**config.mk**
```make
export PLATFORM = sky130hd
export DESIGN_NAME = wb_port_arbiter_flat
export DESIGN_NICKNAME = d
export VERILOG_FILES = /design/src/rtl/wb_pkg.sv /design/src/rtl/wb_port_arbiter_if.sv /design/src/rtl/wb_hold_buf.sv /design/src/rtl/wb_port_arbiter.sv /design/src/flat_wrapper.sv
export SDC_FILE = /design/constraint.sdc
export NUM_CORES = 1
export LEC_CHECK = 0
export CAP_MARGIN = 20
export CORE_MARGIN = 2
export CORE_UTILIZATION = 54
export DETAILED_ROUTE_END_ITERATION = 16
export PLACE_DENSITY = 0.86
export RECOVER_POWER = 100
export SKIP_CTS_REPAIR_TIMING = 1
export SYNTH_ARGS = -nofsm -noshare
export SYNTH_HDL_FRONTEND = slang
export SYNTH_SLANG_ARGS = --single-unit
```
**constraint.sdc**
```tcl
create_clock -name clk -period 5.2 [get_ports clk]
set_input_delay 1.04 -clock clk [delete_from_list [all_inputs] [get_ports clk]]
set_output_delay 1.04 -clock clk [all_outputs]
set_load 0.03 [all_outputs]
```
**src/rtl/wb_pkg.sv**
```systemverilog
// wb_pkg: shared widths, source ids and buffer entry type
// for the register-file write-back arbiter.
package wb_pkg;
  localparam int WB_DATA_W = 32;
  localparam int WB_ADDR_W = 5;

  localparam logic SRC_ALU = 1'b0;
  localparam logic SRC_MEM = 1'b1;

  typedef struct packed {
    logic                 vld;
    logic [WB_ADDR_W-1:0] addr;
    logic [WB_DATA_W-1:0] data;
    logic                 age;
  } wb_entry_t;

  function automatic logic addr_hit(
    input logic                 vld,
    input logic [WB_ADDR_W-1:0] a,
    input logic [WB_ADDR_W-1:0] q
  );
    return vld && (a == q);
  endfunction
endpackage

```
**src/rtl/wb_port_arbiter_if.sv**
```systemverilog
// wb_port_arbiter_if: producer requests, register-file write port
// and decode hazard queries.
interface wb_port_arbiter_if #(
  parameter int DATA_W = wb_pkg::WB_DATA_W,
  parameter int ADDR_W = wb_pkg::WB_ADDR_W
);
  logic              s0_valid;
  logic [ADDR_W-1:0] s0_addr;
  logic [DATA_W-1:0] s0_data;
  logic              s0_ready;
  logic              s1_valid;
  logic [ADDR_W-1:0] s1_addr;
  logic [DATA_W-1:0] s1_data;
  logic              s1_ready;
  logic              write;
  logic [ADDR_W-1:0] wb_addr;
  logic [DATA_W-1:0] wb_data;
  logic [ADDR_W-1:0] q_addr_1;
  logic [ADDR_W-1:0] q_addr_2;
  logic              q_busy_1;
  logic              q_busy_2;

  modport master (
    output s0_valid, s0_addr, s0_data,
    output s1_valid, s1_addr, s1_data,
    output q_addr_1, q_addr_2,
    input  s0_ready, s1_ready,
    input  write, wb_addr, wb_data,
    input  q_busy_1, q_busy_2
  );

  modport slave (
    input  s0_valid, s0_addr, s0_data,
    input  s1_valid, s1_addr, s1_data,
    input  q_addr_1, q_addr_2,
    output s0_ready, s1_ready,
    output write, wb_addr, wb_data,
    output q_busy_1, q_busy_2
  );
endinterface

```
**src/rtl/wb_hold_buf.sv**
```systemverilog
// wb_hold_buf: one-entry holding buffer for a write-back source;
// writes to $0 are accepted but never stored.
module wb_hold_buf
  import wb_pkg::*;
(
  input  logic                 clk,
  input  logic                 reset,
  input  logic                 valid,
  input  logic [WB_ADDR_W-1:0] addr,
  input  logic [WB_DATA_W-1:0] data,
  input  logic                 grant,
  input  logic                 age,
  output logic                 ready,
  output wb_entry_t            entry
);
  logic load;

  assign ready = !entry.vld || grant;
  assign load  = valid && ready && (addr != '0);

  always_ff @(posedge clk or negedge reset) begin
    if (!reset) begin
      entry <= '0;
    end else if (load) begin
      entry.vld  <= 1'b1;
      entry.addr <= addr;
      entry.data <= data;
      entry.age  <= age;
    end else if (grant) begin
      entry.vld <= 1'b0;
    end
  end
endmodule

```
**src/rtl/wb_port_arbiter.sv**
```systemverilog
// wb_port_arbiter: grants one buffered write-back per cycle onto
// the register file port and flags pending-write hazards.
module wb_port_arbiter
  import wb_pkg::*;
#(
  parameter int DATA_W     = WB_DATA_W,
  parameter int ADDR_W     = WB_ADDR_W,
  parameter int STARVE_MAX = 4
) (
  input logic              clk,
  input logic              reset,
  wb_port_arbiter_if.slave bus
);
  localparam logic [3:0] STARVE_LIM = 4'(STARVE_MAX);

  wb_entry_t         b0;
  wb_entry_t         b1;
  logic [1:0]        grant;
  logic              age0;
  logic              age1;
  logic              ld1;
  logic [3:0]        starve;
  logic              write_q;
  logic [ADDR_W-1:0] addr_q;
  logic [DATA_W-1:0] data_q;
  logic              both;
  logic              by_age;
  logic              forced;

  assign both   = b0.vld && b1.vld;
  assign by_age = both && (b0.addr == b1.addr)
                && (b0.age != b1.age);
  assign forced = both && !by_age
                && (starve == STARVE_LIM);

  always_comb begin
    grant = '0;
    unique case (1'b1)
      !both: begin
        grant[SRC_ALU] = b0.vld;
        grant[SRC_MEM] = b1.vld;
      end
      by_age: begin
        grant[SRC_MEM] = !b1.age;
        grant[SRC_ALU] = b1.age;
      end
      forced:  grant[SRC_MEM] = 1'b1;
      default: grant[SRC_ALU] = 1'b1;
    endcase
  end

  // same-edge same-address loads: source 1 is treated as older
  assign ld1  = bus.s1_valid && bus.s1_ready
              && (bus.s1_addr != '0);
  assign age0 = (b1.vld && !grant[SRC_MEM])
              || (ld1 && (bus.s1_addr == bus.s0_addr));
  assign age1 = b0.vld && !grant[SRC_ALU];

  wb_hold_buf u_buf0 (
    .clk   (clk),
    .reset (reset),
    .valid (bus.s0_valid),
    .addr  (bus.s0_addr),
    .data  (bus.s0_data),
    .grant (grant[SRC_ALU]),
    .age   (age0),
    .ready (bus.s0_ready),
    .entry (b0)
  );

  wb_hold_buf u_buf1 (
    .clk   (clk),
    .reset (reset),
    .valid (bus.s1_valid),
    .addr  (bus.s1_addr),
    .data  (bus.s1_data),
    .grant (grant[SRC_MEM]),
    .age   (age1),
    .ready (bus.s1_ready),
    .entry (b1)
  );

  always_ff @(posedge clk or negedge reset) begin
    if (!reset) begin
      starve  <= '0;
      write_q <= 1'b0;
      addr_q  <= '0;
      data_q  <= '0;
    end else begin
      if (!b1.vld || grant[SRC_MEM]) begin
        starve <= '0;
      end else if (starve != STARVE_LIM) begin
        starve <= starve + 4'd1;
      end
      write_q <= |grant;
      if (grant[SRC_MEM]) begin
        addr_q <= b1.addr;
        data_q <= b1.data;
      end else if (grant[SRC_ALU]) begin
        addr_q <= b0.addr;
        data_q <= b0.data;
      end
    end
  end

  assign bus.write   = write_q;
  assign bus.wb_addr = addr_q;
  assign bus.wb_data = data_q;

  assign bus.q_busy_1 = (bus.q_addr_1 != '0)
    && (addr_hit(b0.vld, b0.addr, bus.q_addr_1)
     || addr_hit(b1.vld, b1.addr, bus.q_addr_1)
     || addr_hit(write_q, addr_q, bus.q_addr_1));
  assign bus.q_busy_2 = (bus.q_addr_2 != '0)
    && (addr_hit(b0.vld, b0.addr, bus.q_addr_2)
     || addr_hit(b1.vld, b1.addr, bus.q_addr_2)
     || addr_hit(write_q, addr_q, bus.q_addr_2));
endmodule
```
**src/flat_wrapper.sv**
```systemverilog
// flat-port wrapper written by rule: the top's interface ports become plain ports
module wb_port_arbiter_flat import wb_pkg::*;
#(
  parameter int DATA_W     = WB_DATA_W,
  parameter int ADDR_W     = WB_ADDR_W,
  parameter int STARVE_MAX = 4
)
  (clk, reset, bus_s0_valid, bus_s0_addr, bus_s0_data, bus_s1_valid, bus_s1_addr, bus_s1_data, bus_q_addr_1, bus_q_addr_2, bus_s0_ready, bus_s1_ready, bus_write, bus_wb_addr, bus_wb_data, bus_q_busy_1, bus_q_busy_2);
  wb_port_arbiter_if #(.DATA_W(DATA_W), .ADDR_W(ADDR_W)) bus_i ();
  input logic clk;
  input logic reset;
  input wire logic [$bits(bus_i.s0_valid)-1:0] bus_s0_valid;
  input wire logic [$bits(bus_i.s0_addr)-1:0] bus_s0_addr;
  input wire logic [$bits(bus_i.s0_data)-1:0] bus_s0_data;
  input wire logic [$bits(bus_i.s1_valid)-1:0] bus_s1_valid;
  input wire logic [$bits(bus_i.s1_addr)-1:0] bus_s1_addr;
  input wire logic [$bits(bus_i.s1_data)-1:0] bus_s1_data;
  input wire logic [$bits(bus_i.q_addr_1)-1:0] bus_q_addr_1;
  input wire logic [$bits(bus_i.q_addr_2)-1:0] bus_q_addr_2;
  output wire logic [$bits(bus_i.s0_ready)-1:0] bus_s0_ready;
  output wire logic [$bits(bus_i.s1_ready)-1:0] bus_s1_ready;
  output wire logic [$bits(bus_i.write)-1:0] bus_write;
  output wire logic [$bits(bus_i.wb_addr)-1:0] bus_wb_addr;
  output wire logic [$bits(bus_i.wb_data)-1:0] bus_wb_data;
  output wire logic [$bits(bus_i.q_busy_1)-1:0] bus_q_busy_1;
  output wire logic [$bits(bus_i.q_busy_2)-1:0] bus_q_busy_2;
  assign bus_i.s0_valid = bus_s0_valid;
  assign bus_i.s0_addr = bus_s0_addr;
  assign bus_i.s0_data = bus_s0_data;
  assign bus_i.s1_valid = bus_s1_valid;
  assign bus_i.s1_addr = bus_s1_addr;
  assign bus_i.s1_data = bus_s1_data;
  assign bus_i.q_addr_1 = bus_q_addr_1;
  assign bus_i.q_addr_2 = bus_q_addr_2;
  assign bus_s0_ready = bus_i.s0_ready;
  assign bus_s1_ready = bus_i.s1_ready;
  assign bus_write = bus_i.write;
  assign bus_wb_addr = bus_i.wb_addr;
  assign bus_wb_data = bus_i.wb_data;
  assign bus_q_busy_1 = bus_i.q_busy_1;
  assign bus_q_busy_2 = bus_i.q_busy_2;
  wb_port_arbiter #(.DATA_W(DATA_W), .ADDR_W(ADDR_W), .STARVE_MAX(STARVE_MAX)) u_core (.clk(clk), .reset(reset), .bus(bus_i));
endmodule
```
==> summary.txt <==
Outcome
  • Status: finished with violations
  • Violated checks: capacitance limit, slew limit

Routing
  • DR pass1 iterations: 4
  • Drt drc: 0
  • Detailed-route via count: roughly 4000
  • Final ANT Viol Nets: 0
  • Via/cell ratio: about 5.8
  • Wire per inst: a little under 20 microns
  • Drt first-iter violations: about 190
  • Final WL: roughly 14000 microns

Die
  • I/O pins: between 100 and 150
  • Initial core utilization: a little under three fifths
  • Die W: 104 microns
  • Die area: about 11000 sq um
  • Core area: slightly below 10000 sq um
  • Row count: 36
  • Die height: 104 microns

Pwr
  • Int Power: roughly 2.2 mW
  • Leakage: roughly 3.0 nW
  • Sw Share: between 20% and 30%
  • Sequential power share: between 30% and 40%
  • Worst vdd ir: a little under 0.3 mV
  • Switching power total: 871 uW
  • PD cells: roughly 420 nW/um^2
  • Combinational fraction of design power: roughly 23%
  • Clock power share: 37.9%

Yosys
  • Synthesis Warnings: 0
  • Async set or reset register ratio after synthesis: 100%
  • Gate Count Post-Synth: between 400 and 500
  • Number of synthesized flops with an enable pin: 0
  • Synthesized Nets: 499
  • Seq/Total Area, Yosys: 55.4%
  • Post-Syn Area per Cell: around 13 sq um
  • Mapped Area: around 5400 sq um
  • Count of unique library cells instantiated by Yosys: 40
  • Synth Flop Type: dfrtp_1
  • Synth Register Bits: between 100 and 150

CTS
  • CTS Buf Count: 17
  • Clock transition at path regs: around 60 ps
  • Max clock buf depth: 2
  • Clk sinks: 120
  • Clk_lat worst skew: approximately 500 ps
  • H-tree lvl count: 4
  • CTS tree: done
  • Clock root cell: clkbuf_8

Timing
  • Fmax: ~230 MHz
  • Rel. slew slack: -118%
  • Final setup fails: 0
  • Final Cycle Share: a little over four fifths
  • Hold slack: about 430 ps
  • Min Tclk post-route: about 4400 ps
  • Layout Skew: 9.50 ps
  • Slew at the pin closest to its max-slew limit: about 3300 ps
  • Final setup margin: about 800 ps
  • Setup TNS: 0 ps
  • RSZ-0062 raised after global routing: false
  • Final Hold Vio Count: 0
  • Slew Viols, Final: 194

Setup path
  • Buffers and inverters on the worst path: 2
  • Crit path cell chain: clkbuf_1, nand3_1, a21oi_1, dlygate4sd3_1
  • CP max stage delay: approximately 1300 ps
  • Crit path capture type: primary output
  • Startpoint class of the critical path: register
  • Critical path fanouts, max: 40
  • Arrival time worst endpoint: roughly 3300 ps
  • R2R Setup Slk: about 850 ps
  • Crit Path Category: register to primary output
  • CP max-delay cell: clkbuf_1
  • CP required: 4160 ps
  • CP top delay family: buffers and inverters

GRT
  • Vias in the first global route: 4338
  • GRT Total Usage: 26.1%
  • Pin count of the biggest net entering global routing: 83
  • Gr ovfl total: 0
  • Initial antenna violation count: 0
  • First-pass GRT wire length: around 22000 microns

Finish
  • Final core utilization: about three quarters
  • Area of the multi-input gates: ~2300 sq um
  • Syn-to-layout area delta: 36.8%
  • Share of cells above drive strength 1: between 20 and 25%
  • Filler cell count: 656
  • Most common cell after layout, fill and taps aside: dfrtp_1
  • ANT cells: 0
  • Commonest non-fill, non-tap cells in the layout: 120 x dfrtp_1, 84 x clkdlybuf4s50_1, 54 x mux2_2, 44 x dlygate4sd3_1, 36 x or3_1
  • Final nets: roughly 630
  • FF+latch area: 3000 sq um

Placed design
  • DP Wirelength: between 8000 and 9000 microns
  • GP Congestion: about 0.84
  • DP Worst Slack: approximately 1100 ps
  • # port buffers: approximately 130

Hold path
  • Tightest Hold Check Type: primary input to asynchronous set/reset pin

Run
  • Max Cap Violations: 4
-- flip-flops by register name, indices dropped and copies added (netlist names) --
signal and cells:
u_core.u_buf0.entry 39, u_core.bus.wb_addr 5, u_core.bus.wb_data 32, u_core.bus.write 1, u_core.u_buf1.entry 39, u_core.starve 4
-- metrics by stage --
| stage | std cells | total power [mW] | area, sq um |
|---|---|---|---|
| 5_1_grt | 685 | 3.22 | 7410 |
| 3_3_place_gp | 651 | 1.93 | 6810 |
| 2_1_floorplan | 409 | 1.63 | 5420 |
| 6_report | 685 | 3.10 | 7410 |
| 3_5_place_dp | 651 | 1.95 | 6810 |
| 4_1_cts | 683 | 3.14 | 7400 |
-- final timing paths --
path / cells after the start / from / to
max: 4 / u_core.u_buf0.entry[38] / bus_q_busy_1
min: 1 / reset / u_core.u_buf1.entry[38]
max reg2reg: 7 / u_core.u_buf0.entry[38] / u_core.bus.wb_data[20]
min reg2reg: 1 / u_core.u_buf0.entry[32] / u_core.u_buf0.entry[32]
max in group asynchronous: 3 / reset / u_core.starve[2]
min in group clk: 1 / u_core.u_buf0.entry[32] / u_core.u_buf0.entry[32]
-- power groups by stage --
stage	registers [mW]	logic [mW]	clock network, mW
after floorplan	1.32	0.308	0
after global placement	1.22	0.713	0
after detailed placement	1.22	0.733	0
after CTS	1.21	0.738	1.19
after global routing	1.23	0.754	1.24
final	1.21	0.710	1.17
-- final cells by class --
class / count / share of cell area [%]
timing repair buffer: 135 / 18.2
tap: 133 / 2.24
inverter: 4 / 0.202
clock buffer: 23 / 6.02
sequential: 120 / 40.5
clock inverter: 9 / 1.99
multi-input combinational: 261 / 30.8
-- cell families after synthesis --
group / share of synthesized area [%]
compound gates: 10.1
xor+xnor: 6.63
fa+ha+maj: 0.462
buf+inv: 2.52
flops: 55.4
mux: 15.4
simple gates: 9.49
-- worst register-to-register path, stage by stage, from the launching register on --
cell      delay (ps)
dfrtp_1          350
clkbuf_1        1330
inv_1            200
o21ai_0          410
nor2_1            80
nor3_1           890
clkbuf_2         710
o221a_2          320
-- synth_stat cells (2+ instances only) --
| library cell | instances | area share (%) |
|---|---|---|
| mux2_1 | 18 | 3.7 |
| clkbuf_1 | 11 | 0.76 |
| inv_1 | 4 | 0.28 |
| and2_1 | 2 | 0.23 |
| nor3_1 | 3 | 0.28 |
| nand2b_1 | 3 | 0.35 |
| a21oi_1 | 9 | 0.83 |
| xnor2_1 | 11 | 1.8 |
| or3_1 | 36 | 4.2 |
| o21ai_0 | 4 | 0.37 |
| nand3_1 | 4 | 0.37 |
| dfrtp_1 | 120 | 55 |
| nand2_1 | 5 | 0.35 |
| and3_1 | 2 | 0.23 |
| buf_6 | 2 | 0.42 |
| o221a_2 | 35 | 7.3 |
| or4_1 | 4 | 0.55 |
| xor2_1 | 30 | 4.8 |
| mux2_2 | 55 | 11 |
| ha_1 | 2 | 0.46 |
| nor4_1 | 6 | 0.69 |
| a31oi_1 | 7 | 0.81 |
| nor2_1 | 9 | 0.62 |
| buf_2 | 10 | 0.92 |
| a211o_1 | 2 | 0.32 |
-- per-layer routing --
layer / track usage [%] / wire length [microns] / up-vias
met4: 10.0 / 142 / 0
met2: 45.3 / 6940 / 142
met3: 7.21 / 848 / 10
met1: 30.9 / 5620 / 2044
met5: 0 / 0 / -
li1: - / - / 1785
No activity file was read; power rests on OpenSTA's default activity.
